**src/rtl/cla_adder_pipe.sv**
```systemverilog
// rtl/cla_adder_pipe.sv - pipelined carry-lookahead adder/subtractor, one GBIT group per stage
module cla_adder_pipe #(
    parameter int NBIT = 16,
    parameter int GBIT = 4
) (
    input  logic            clk,
    input  logic            rst_n,
    input  logic            in_valid,
    output logic            in_ready,
    input  logic [NBIT-1:0] a,
    input  logic [NBIT-1:0] b,
    input  logic            cin,
    input  logic            sub,
    output logic            out_valid,
    input  logic            out_ready,
    output logic [NBIT-1:0] s,
    output logic            cout,
    output logic            ovf
);
    localparam int L = NBIT / GBIT;

    logic w_adv;
    logic r_ovf;

    // Every carry is a flat sum of products of g/p and the group carry-in; no c[i] feeds c[i+1].
    function automatic logic [GBIT:0] cla_carries(input logic [GBIT-1:0] g,
                                                  input logic [GBIT-1:0] p,
                                                  input logic            ci);
        logic [GBIT:0] c;
        logic          t;
        c    = '0;
        c[0] = ci;
        for (int i = 0; i < GBIT; i++) begin
            t = ci;
            for (int j = 0; j <= i; j++) t = t & p[j];
            c[i+1] = t;
            for (int j = 0; j <= i; j++) begin
                t = g[j];
                for (int m = j + 1; m <= i; m++) t = t & p[m];
                c[i+1] = c[i+1] | t;
            end
        end
        return c;
    endfunction

    genvar k;
    generate
        for (k = 0; k < L; k++) begin : g_stage
            localparam int LO = k * GBIT;
            localparam int WI = NBIT - LO;
            localparam int WS = LO + GBIT;

            logic [WI-1:0]   w_a;
            logic [WI-1:0]   w_b;
            logic            w_ci;
            logic            w_vi;
            logic [GBIT-1:0] w_g;
            logic [GBIT-1:0] w_p;
            logic [GBIT-1:0] w_sum;
            logic [GBIT:0]   w_c;
            logic [WS-1:0]   w_s_nx;

            logic            r_v;
            logic            r_c;
            logic [WS-1:0]   r_s;

            if (k == 0) begin : g_entry
                assign w_a    = a;
                assign w_b    = sub ? ~b : b;
                assign w_ci   = cin;
                assign w_vi   = in_valid;
                assign w_s_nx = w_sum;
            end else begin : g_link
                assign w_a    = g_stage[k-1].g_skew.r_a;
                assign w_b    = g_stage[k-1].g_skew.r_b;
                assign w_ci   = g_stage[k-1].r_c;
                assign w_vi   = g_stage[k-1].r_v;
                assign w_s_nx = {w_sum, g_stage[k-1].r_s};
            end

            assign w_g   = w_a[GBIT-1:0] & w_b[GBIT-1:0];
            assign w_p   = w_a[GBIT-1:0] ^ w_b[GBIT-1:0];
            assign w_c   = cla_carries(w_g, w_p, w_ci);
            assign w_sum = w_p ^ w_c[GBIT-1:0];

            always_ff @(posedge clk) begin
                if (!rst_n) begin
                    r_v <= 1'b0;
                    r_c <= 1'b0;
                    r_s <= '0;
                end else if (w_adv) begin
                    r_v <= w_vi;
                    r_c <= w_c[GBIT];
                    r_s <= w_s_nx;
                end
            end

            // Unresolved operand bits ride along with the beat to the stage that consumes them.
            if (k < L - 1) begin : g_skew
                logic [WI-GBIT-1:0] r_a;
                logic [WI-GBIT-1:0] r_b;
                always_ff @(posedge clk) begin
                    if (!rst_n) begin
                        r_a <= '0;
                        r_b <= '0;
                    end else if (w_adv) begin
                        r_a <= w_a[WI-1:GBIT];
                        r_b <= w_b[WI-1:GBIT];
                    end
                end
            end else begin : g_tail
                always_ff @(posedge clk) begin
                    if (!rst_n) begin
                        r_ovf <= 1'b0;
                    end else if (w_adv) begin
                        r_ovf <= w_c[GBIT-1] ^ w_c[GBIT];
                    end
                end
            end
        end
    endgenerate

    assign w_adv     = !out_valid | out_ready;
    assign in_ready  = w_adv;
    assign out_valid = g_stage[L-1].r_v;
    assign s         = g_stage[L-1].r_s;
    assign cout      = g_stage[L-1].r_c;
    assign ovf       = r_ovf;

endmodule

```
**config.mk**
```make
export PLATFORM = sky130hd
export DESIGN_NAME = cla_adder_pipe
export DESIGN_NICKNAME = d
export VERILOG_FILES = /design/src/rtl/cla_adder_pipe.sv
export SDC_FILE = /design/constraint.sdc
export NUM_CORES = 1
export LEC_CHECK = 0
export ABC_CLOCK_PERIOD_IN_PS = 3100
export CORE_MARGIN = 10
export CORE_UTILIZATION = 39
export CTS_CLUSTER_DIAMETER = 30
export CTS_CLUSTER_SIZE = 12
export DETAILED_ROUTE_END_ITERATION = 10
export GPL_TIMING_DRIVEN = 0
export HOLD_SLACK_MARGIN = 0.02
export PLACE_DENSITY = 0.67
export SYNTH_ARGS = -nofsm -noshare
export SYNTH_HDL_FRONTEND = slang
export SYNTH_SLANG_ARGS = --single-unit
export TNS_END_PERCENT = 100
```
**constraint.sdc**
```tcl
create_clock -name clk -period 3.1 [get_ports clk]
set_input_delay 0.62 -clock clk [delete_from_list [all_inputs] [get_ports clk]]
set_output_delay 0.62 -clock clk [all_outputs]
set_load 0.05 [all_outputs]
```
After elaboration in Yosys (flattened, before gate mapping)
Index checks and enable logic that the tools add are counted.
Widths: inputs -> output; s select.
{"block": "totals", "ff_bits": 97, "word_cells": 116}
{"block": "op_classes", "muxes": 1, "n_bitwise": 95, "n_reduce_logical": 1}
{"operator": "$or 1x1->1", "count": 41}
{"operator": "$and 1x1->1", "count": 40}
{"operator": "$xor 4x4->4", "count": 8}
{"operator": "$and 4x4->4", "count": 4}
{"operator": "$mux 16", "count": 1}
{"operator": "$not 16->16", "count": 1}
{"operator": "$logic_not 1->1", "count": 1}
{"operator": "$xor 1x1->1", "count": 1}

Depth between registers and ports, before layout
Gate-level depths: netlist (run 1).
{"block": "depth", "ltp_word": 11, "depth_mapped": 8, "depth_no_buf": 6}

Least setup slack after synthesis (run 1)
No wires, ideal clock.
{"block": "synth_timing", "kind": "input to register", "from": "input sub", "to": "register g_stage[0].r_s[3]", "t_arrival_ns": 2.502, "required_ns": 3.038, "slack_ns": 0.536, "path_stages": 8, "n_path_buf": 2, "path_cell_list": "buf_2 buf_2 xor2_1 ha_1 ha_1 o211a_1 or4_1 nand3_1"}
{"block": "synth_via", "elab_chain_cells": 9}
{"element": "from (decl)", "line": "13", "source": "input logic sub,"}
{"element": "$mux 16 (*)", "line": "69", "source": "assign w_b = sub ? ~b : b;"}
{"element": "$xor 4x4->4", "line": "82", "source": "assign w_p = w_a[GBIT-1:0] ^ w_b[GBIT-1:0];"}
{"element": "$and 1x1->1 (3 in a row)", "line": "35", "source": "for (int j = 0; j <= i; j++) t = t & p[j];"}
{"element": "$or 1x1->1 (3 in a row)", "line": "40", "source": "c[i+1] = c[i+1] | t;"}
{"element": "$xor 4x4->4 (*)", "line": "84", "source": "assign w_sum = w_p ^ w_c[GBIT-1:0];"}
{"element": "to (signal assigned)", "line": "94", "source": "r_s <= w_s_nx;"}
{"element": "to (decl)", "line": "65", "source": "logic [WS-1:0] r_s;"}
Mark *: on every way between the ends. The rest lies on a longest branch, timed or not.
A chain may end at the register's enable or synchronous reset.

Final worst setup path (run 1)
{"block": "layout_timing", "from": "input out_ready", "to": "output in_ready"}
{"block": "layout_via", "elab_chain_cells": 1}
{"element": "from (decl)", "line": "15", "source": "input logic out_ready,"}
{"element": "$or 1x1->1", "line": "123", "source": "assign w_adv = !out_valid | out_ready;"}
{"element": "to (decl)", "line": "9", "source": "output logic in_ready,"}
Every way passes these cells.

==> results.sh, run 1 <==
export IMPL_hold_path_end="s[4]"
export IMPL_portBuffers=56
export IMPL_cts_htree_levels=3
export IMPL_power_density_mw_per_mm2=509
export IMPL_synthSimpleGateAreaFrac=0.177
export IMPL_postSynth_asyncResetShare=0
export IMPL_die_height_um=126
export IMPL_relSlewSlack=0.576
export IMPL_hold_depth=2
export IMPL_hold_buffers=0
export IMPL_gp_congestion=0.901
export IMPL_cts_made_buffers=9
export IMPL_grt_use_total=0.133
export IMPL_synth_enable_flop_cells=0
export IMPL_drcViolationCount=0
export IMPL_die_area_mm2=0.0158
export IMPL_worstSetupPathType="in2out"
export IMPL_synth_cell_type_count=26
export IMPL_ff2ff_path_depth=5
export IMPL_avgSynthCellArea_um2=8.75
export IMPL_grt_overflow_total=0
export IMPL_setup_tns_ns=0
export IMPL_outcome="completed"
export IMPL_skew_ns=0.00932
export IMPL_multi_input_comb_area_mm2=0.00220
export IMPL_crit_path_start_kind="input port"
export IMPL_hp_start="s[4]"
export IMPL_nFillCells=1074
export IMPL_ctsResizeCount=1
export IMPL_cts_root_buffer="clkbuf_8"
export IMPL_instances_no_fill=711
export IMPL_grt_pass1_vias=3576
export IMPL_maxCapViolCount=0
export IMPL_power_frac_clock=0.362
export IMPL_num_rows=38
export IMPL_hp_class="reg2reg"
export IMPL_ys_top_cells_by_area="dfxtp_1 (44%), nand2_1 (14%), a21boi_0 (12%), ha_1 (5.7%), o211a_1 (4.6%)"
export IMPL_first_pass_iters=4
export IMPL_drt_iter0_markers=223
export IMPL_die_x_um=126
export IMPL_rsz0062_at_grt="false"
export IMPL_wirelength_um=10700
export IMPL_synthMuxAreaShare=0
export IMPL_p_comb_frac=0.132
export IMPL_p_leak_nw=2.27
export IMPL_seq_power_share=0.506
export IMPL_finalNetCount=628
export IMPL_timing_rr_start="g_stage[2].g_skew.r_a[0]"
export IMPL_r2r_end="s[15]"
export IMPL_hold_ws_ns=0.464
export IMPL_ant_nets=0
export IMPL_fin_util=0.491
export IMPL_syn_area_mm2=0.00437
export IMPL_synth_top_family_by_area="compound AO/OA/AOI/OAI gates"
export IMPL_num_vias=3602
export IMPL_dp_hpwl_um=7940
export IMPL_synth_warning_count=0
export IMPL_dpl_cell_count=695
export IMPL_clkTransAtPathRegs_ns=0.09
export IMPL_cts_tree="done"
export IMPL_yosysSeqAreaShare=0.445
export IMPL_post_drt_via_cell_ratio=5.07
export IMPL_clock_fmax_ghz=0.328
export IMPL_synth_fp_nets=561
export IMPL_crit_slowest_cell="clkdlybuf4s15_1"
export IMPL_cts_setup_buffers=0
export IMPL_antenna_found_initial=0
export IMPL_slowest_delay_ns=0.56
export IMPL_fp_coreArea_mm2=0.0109
export IMPL_setup_viol=0
export IMPL_ir_drop_v=0.000240
export IMPL_netlist_instances=499
export IMPL_numClockSinks=97
export IMPL_n_antenna_cell=0
export IMPL_clock_path_buffers=2
export IMPL_crit_required_ns=2.48
export IMPL_grt_max_degree=17
export IMPL_drive_gt1_frac=0.0613
export IMPL_design_area_mm2=0.00534
export IMPL_area_growth_pct=22.4
export IMPL_placed_area_mm2=0.00510
export IMPL_tightest_slew_ns=0.636
export IMPL_p_sw_mw=0.681
export IMPL_crit_family="buffers and inverters"
export IMPL_yosysTopAreaCell="dfxtp_1"
export IMPL_netlist_top_cells_count="nand2_1 (158), dfxtp_1 (97), a21boi_0 (67)"
export IMPL_clk_latency_ns=0.36
export IMPL_finalHoldViolCount=0
export IMPL_r2r_slack_ns=1.32
export IMPL_start_util=0.401
export IMPL_synth_top_area_share=0.445
export IMPL_route_detailed_wl_per_inst_um=15.1
export IMPL_arrival_ns=2.43
export IMPL_synth_xor_area_frac=0.0401
export IMPL_grt_pass1_wl_um=17500
export IMPL_ios=58
export IMPL_synth_fa_ha_area_frac=0.0757
export IMPL_ys_ff_latch=97
export IMPL_fin_crit_sh=0.984
export IMPL_synth_compound_area_frac=0.210
export IMPL_finalCriticalPeriod_ns=3.05
export IMPL_intPower_mw=2.04
export IMPL_yosysMostFrequentCell="nand2_1"
export IMPL_critPathBufInv=6
export IMPL_switching_share=0.251
export IMPL_seq_area_mm2=0.00194
export IMPL_end_kind="output pin"
export IMPL_worstPathCellList="clkdlybuf4s50_1 -> nor2b_4 -> buf_6 -> inv_2 -> buf_4 -> buf_2 -> clkdlybuf4s15_1"
export IMPL_cp_max_fo=10
export IMPL_synthFlopType="dfxtp_1"
export IMPL_finalMaxSlewViolations=0
==> sequential cells by signal, indices dropped and copies added, names as in the netlist <==
signal              count
s                      16
g_stage.r_v             3
cout                    1
out_valid               1
g_stage.r_s            24
g_stage.g_skew.r_a     24
ovf                     1
g_stage.r_c             3
g_stage.g_skew.r_b     24
==> power by group through the flow <==
stage               clock [mW]  sequential, mW  combinational, mW
finish                   0.983            1.38              0.359
global route              1.04            1.39              0.398
CTS                       1.00            1.38              0.361
detailed placement           0            1.40              0.358
global placement             0            1.40              0.349
floorplan                    0            1.42              0.199
==> area by class of cell <==
type | count | area share
clock buffer | 10 | 0.0239
buffer | 36 | 0.0321
clock inverter | 6 | 0.0213
timing repair buffer | 56 | 0.105
sequential | 97 | 0.363
tap | 140 | 0.0328
multi-input combinational | 351 | 0.411
inverter | 15 | 0.0105
==> kinds of logic after synthesis <==
logic type,count (synthesis)
and+or+nand+nor,189
AOI/OAI and AO/OA,118
DFF,97
buffers and inverters,51
adders and majority gates,24
xor gates and xnor gates,20
==> how the worst max path moves through the flow <==
stage | start | depth (start not counted) | to | slack [ns]
global route | out_ready | 7 | in_ready | 0.005
global placement | out_ready | 7 | in_ready | -0.23
CTS | out_ready | 7 | in_ready | 0.05
floorplan | sub | 8 | g_stage[0].r_s[3] | 0.54
detailed placement | out_ready | 7 | in_ready | -0.24
finish | out_ready | 7 | in_ready | 0.05
==> placed cells by master (no fill, tap or decap), types with 5 or more instances in the layout <==
master / count
nand3_1: 16
o211a_1: 20
inv_1: 14
or4_1: 8
clkdlybuf4s50_1: 55
xnor2_1: 16
nand2_1: 158
buf_2: 14
clkbuf_8: 9
ha_1: 20
o21a_1: 5
o21ai_0: 9
a21boi_0: 67
o2111ai_1: 8
dfxtp_1: 97
clkbuf_1: 20
==> metrics by stage <==
step	total power, mW	setup WS, ns
after global placement	1.75	-0.228
after detailed placement	1.76	-0.238
after floorplan	1.62	0.536
after global routing	2.83	0.00494
after CTS	2.74	0.0455
final	2.72	0.0481
==> worst min-delay path: cells and delay by family, from the launching register on <==
family | cells | cell delay (ns)
DFF | 1 | 0.32
AOI/OAI and AO/OA | 1 | 0.06
and+or+nand+nor | 1 | 0.05
==> metal layers <==
metal / part of all wire / track usage
met1: 0.47 / 0.167
met2: 0.46 / 0.221
met3: 0.059 / 0.0268
met4: 0.016 / 0.0476
met5: 0 / 0
No activity file was read; power rests on OpenSTA's default activity.
==> inputs of run 2 (changes only) <==
==> constraint.sdc (replaced) <==
create_clock -name clk -period 3.1 [get_ports clk]
set_input_delay 0.775 -clock clk [delete_from_list [all_inputs] [get_ports clk]]
set_output_delay 0.775 -clock clk [all_outputs]
set_load 0.05 [all_outputs]
==> run 2 against run 1 <==
Compared with the run above: design area fell by 0.14%; sequential cell count did not move; count of clock-buffer cells in the layout did not move; worst setup slack improved by 0.22 ns; sequential share of layout area rose by 0.051 points; global-route usage did not move; fmax rose by 7.7%; combinational power barely moved; clock skew fell by 0.00068 ns; routed wire length fell by 0.49%.
==> results.sh, run 2 (same netlist as run 1, synthesis figures left out) <==
export IMPL_outcome="completed"
export IMPL_cts_tree="done"
export IMPL_worstPathCellList="clkdlybuf4s50_1 -> nor2b_4 -> buf_6 -> inv_2 -> buf_4 -> buf_4"
export IMPL_clock_path_buffers=2
export IMPL_grt_max_degree=17
export IMPL_power_density_mw_per_mm2=510
export IMPL_hp_class="reg2reg"
export IMPL_fp_coreArea_mm2=0.0109
export IMPL_ir_drop_v=0.000241
export IMPL_grt_use_total=0.133
export IMPL_die_height_um=126
export IMPL_route_met3_wl_um=670
export IMPL_grt_overflow_total=0
export IMPL_seq_power_share=0.506
export IMPL_skew_ns=0.00864
export IMPL_top_layer="met4"
export IMPL_worstSetupPathType="in2out"
export IMPL_ant_nets=0
export IMPL_first_pass_iters=5
export IMPL_tightest_slew_ns=0.632
export IMPL_drive_gt1_frac=0.0614
export IMPL_cp_max_fo=19
export IMPL_setup_viol=0
export IMPL_clk_latency_ns=0.37
export IMPL_p_leak_nw=2.27
export IMPL_path_common_cell="buf_4"
export IMPL_grt_pass1_vias=3576
export IMPL_maxCapViolCount=0
export IMPL_clock_fmax_ghz=0.353
export IMPL_dr_wl_met2_um=4940
export IMPL_p_comb_frac=0.132
export IMPL_switching_share=0.251
export IMPL_drcViolationCount=0
export IMPL_crit_path_start_kind="input port"
export IMPL_power_mw=2.72
export IMPL_grt_pass1_wl_um=17500
export IMPL_start_util=0.401
export IMPL_p_sw_mw=0.684
export IMPL_arrival_ns=2.06
export IMPL_fin_crit_sh=0.914
export IMPL_finalCriticalPeriod_ns=2.83
export IMPL_post_drt_via_cell_ratio=5.02
export IMPL_finalHoldViolCount=0
export IMPL_dp_hpwl_um=7940
export IMPL_hold_ws_ns=0.464
export IMPL_crit_required_ns=2.32
export IMPL_end_kind="output pin"
export IMPL_final_common_cell="nand2_1"
export IMPL_cts_setup_buffers=0
export IMPL_layout_common_cells="nand2_1 (158), dfxtp_1 (97), a21boi_0 (67)"
export IMPL_slowest_delay_ns=0.50
export IMPL_num_rows=38
export IMPL_num_vias=3565
export IMPL_power_frac_clock=0.363
export IMPL_cts_htree_levels=3
export IMPL_antenna_found_initial=0
export IMPL_route_detailed_wl_per_inst_um=15.0
export IMPL_hold_buffers=0
export IMPL_relSlewSlack=0.579
export IMPL_wirelength_um=10700
export IMPL_die_area_mm2=0.0158
export IMPL_portBuffers=56
export IMPL_gp_congestion=0.901
export IMPL_n_antenna_cell=0
export IMPL_clkTransAtPathRegs_ns=0.09
export IMPL_drt_iter0_markers=212
export IMPL_area_growth_pct=22.2
export IMPL_numClockSinks=97
export IMPL_intPower_mw=2.04
export IMPL_finalMaxSlewViolations=0
export IMPL_wl_met1_um=4950
export IMPL_crit_slowest_cell="clkdlybuf4s50_1"
export IMPL_finalNetCount=627
export IMPL_ctsResizeCount=6
export IMPL_cts_made_buffers=9
export IMPL_reg_largest_list="g_stage.g_skew.r_a: 24 flops, g_stage.g_skew.r_b: 24 flops, g_stage.r_s: 24 flops"
export IMPL_rsz0062_at_grt="false"
export IMPL_die_x_um=126
export IMPL_ios=58
export IMPL_cts_root_buffer="clkbuf_8"
==> run 2: cell count changes in the layout (fill, tap and decap cells not counted) <==
| cell | delta |
|---|---|
| buf_4 | +1 |
| clkdlybuf4s15_1 | -1 |
| buf_2 | -1 |
==> run 2: critical path: cells and delay by family <==
family	cells	cell delay, ns
simple gates	1	0.05
buf+inv	5	1.23
==> run 2: cell type report <==
type	count	area [um^2]
inverter	15	56.3
clock inverter	6	114
tap	140	175
multi-input combinational	351	2200
buffer	35	166
sequential	97	1940
fill	1076	5550
timing repair buffer	56	558
clock buffer	10	128
==> run 2: worst paths after layout <==
path | startpoint | to | slack (ns) | cells after the start
setup / recovery | out_ready | in_ready | 0.27 | 6
hold / removal | s[4] | s[4] | 0.46 | 2
setup reg to reg | g_stage[1].g_skew.r_a[0] | g_stage[2].r_s[11] | 1.33 | 5
hold reg to reg | s[4] | s[4] | 0.46 | 2
==> run 2: through the flow <==
step	instance area (um^2)	worst slack, ns	instances	utilization	TNS (ns)
floorplan	4370	0.381	499	-	0
global placement	5100	-0.538	695	0.469	-0.538
detailed placement	5100	-0.548	695	0.469	-0.548
CTS	5340	0.0592	711	0.490	0
global route	5340	0.200	710	0.490	0
finish	5340	0.266	710	0.490	0
==> run 2: power by group through the flow <==
stage / Clock, mW / Combinational, mW / Sequential, mW
after floorplan: 0 / 0.199 / 1.42
after CTS: 1.00 / 0.361 / 1.38
final: 0.986 / 0.359 / 1.38
after global routing: 1.04 / 0.398 / 1.39
after detailed placement: 0 / 0.358 / 1.40
after global placement: 0 / 0.349 / 1.40
==> run 2: layer usage <==
metal,vias to the layer above,global-route usage
li1,1811,-
met1,1656,0.167
met2,93,0.221
met3,5,0.0268
met4,0,0.0476
met5,-,0
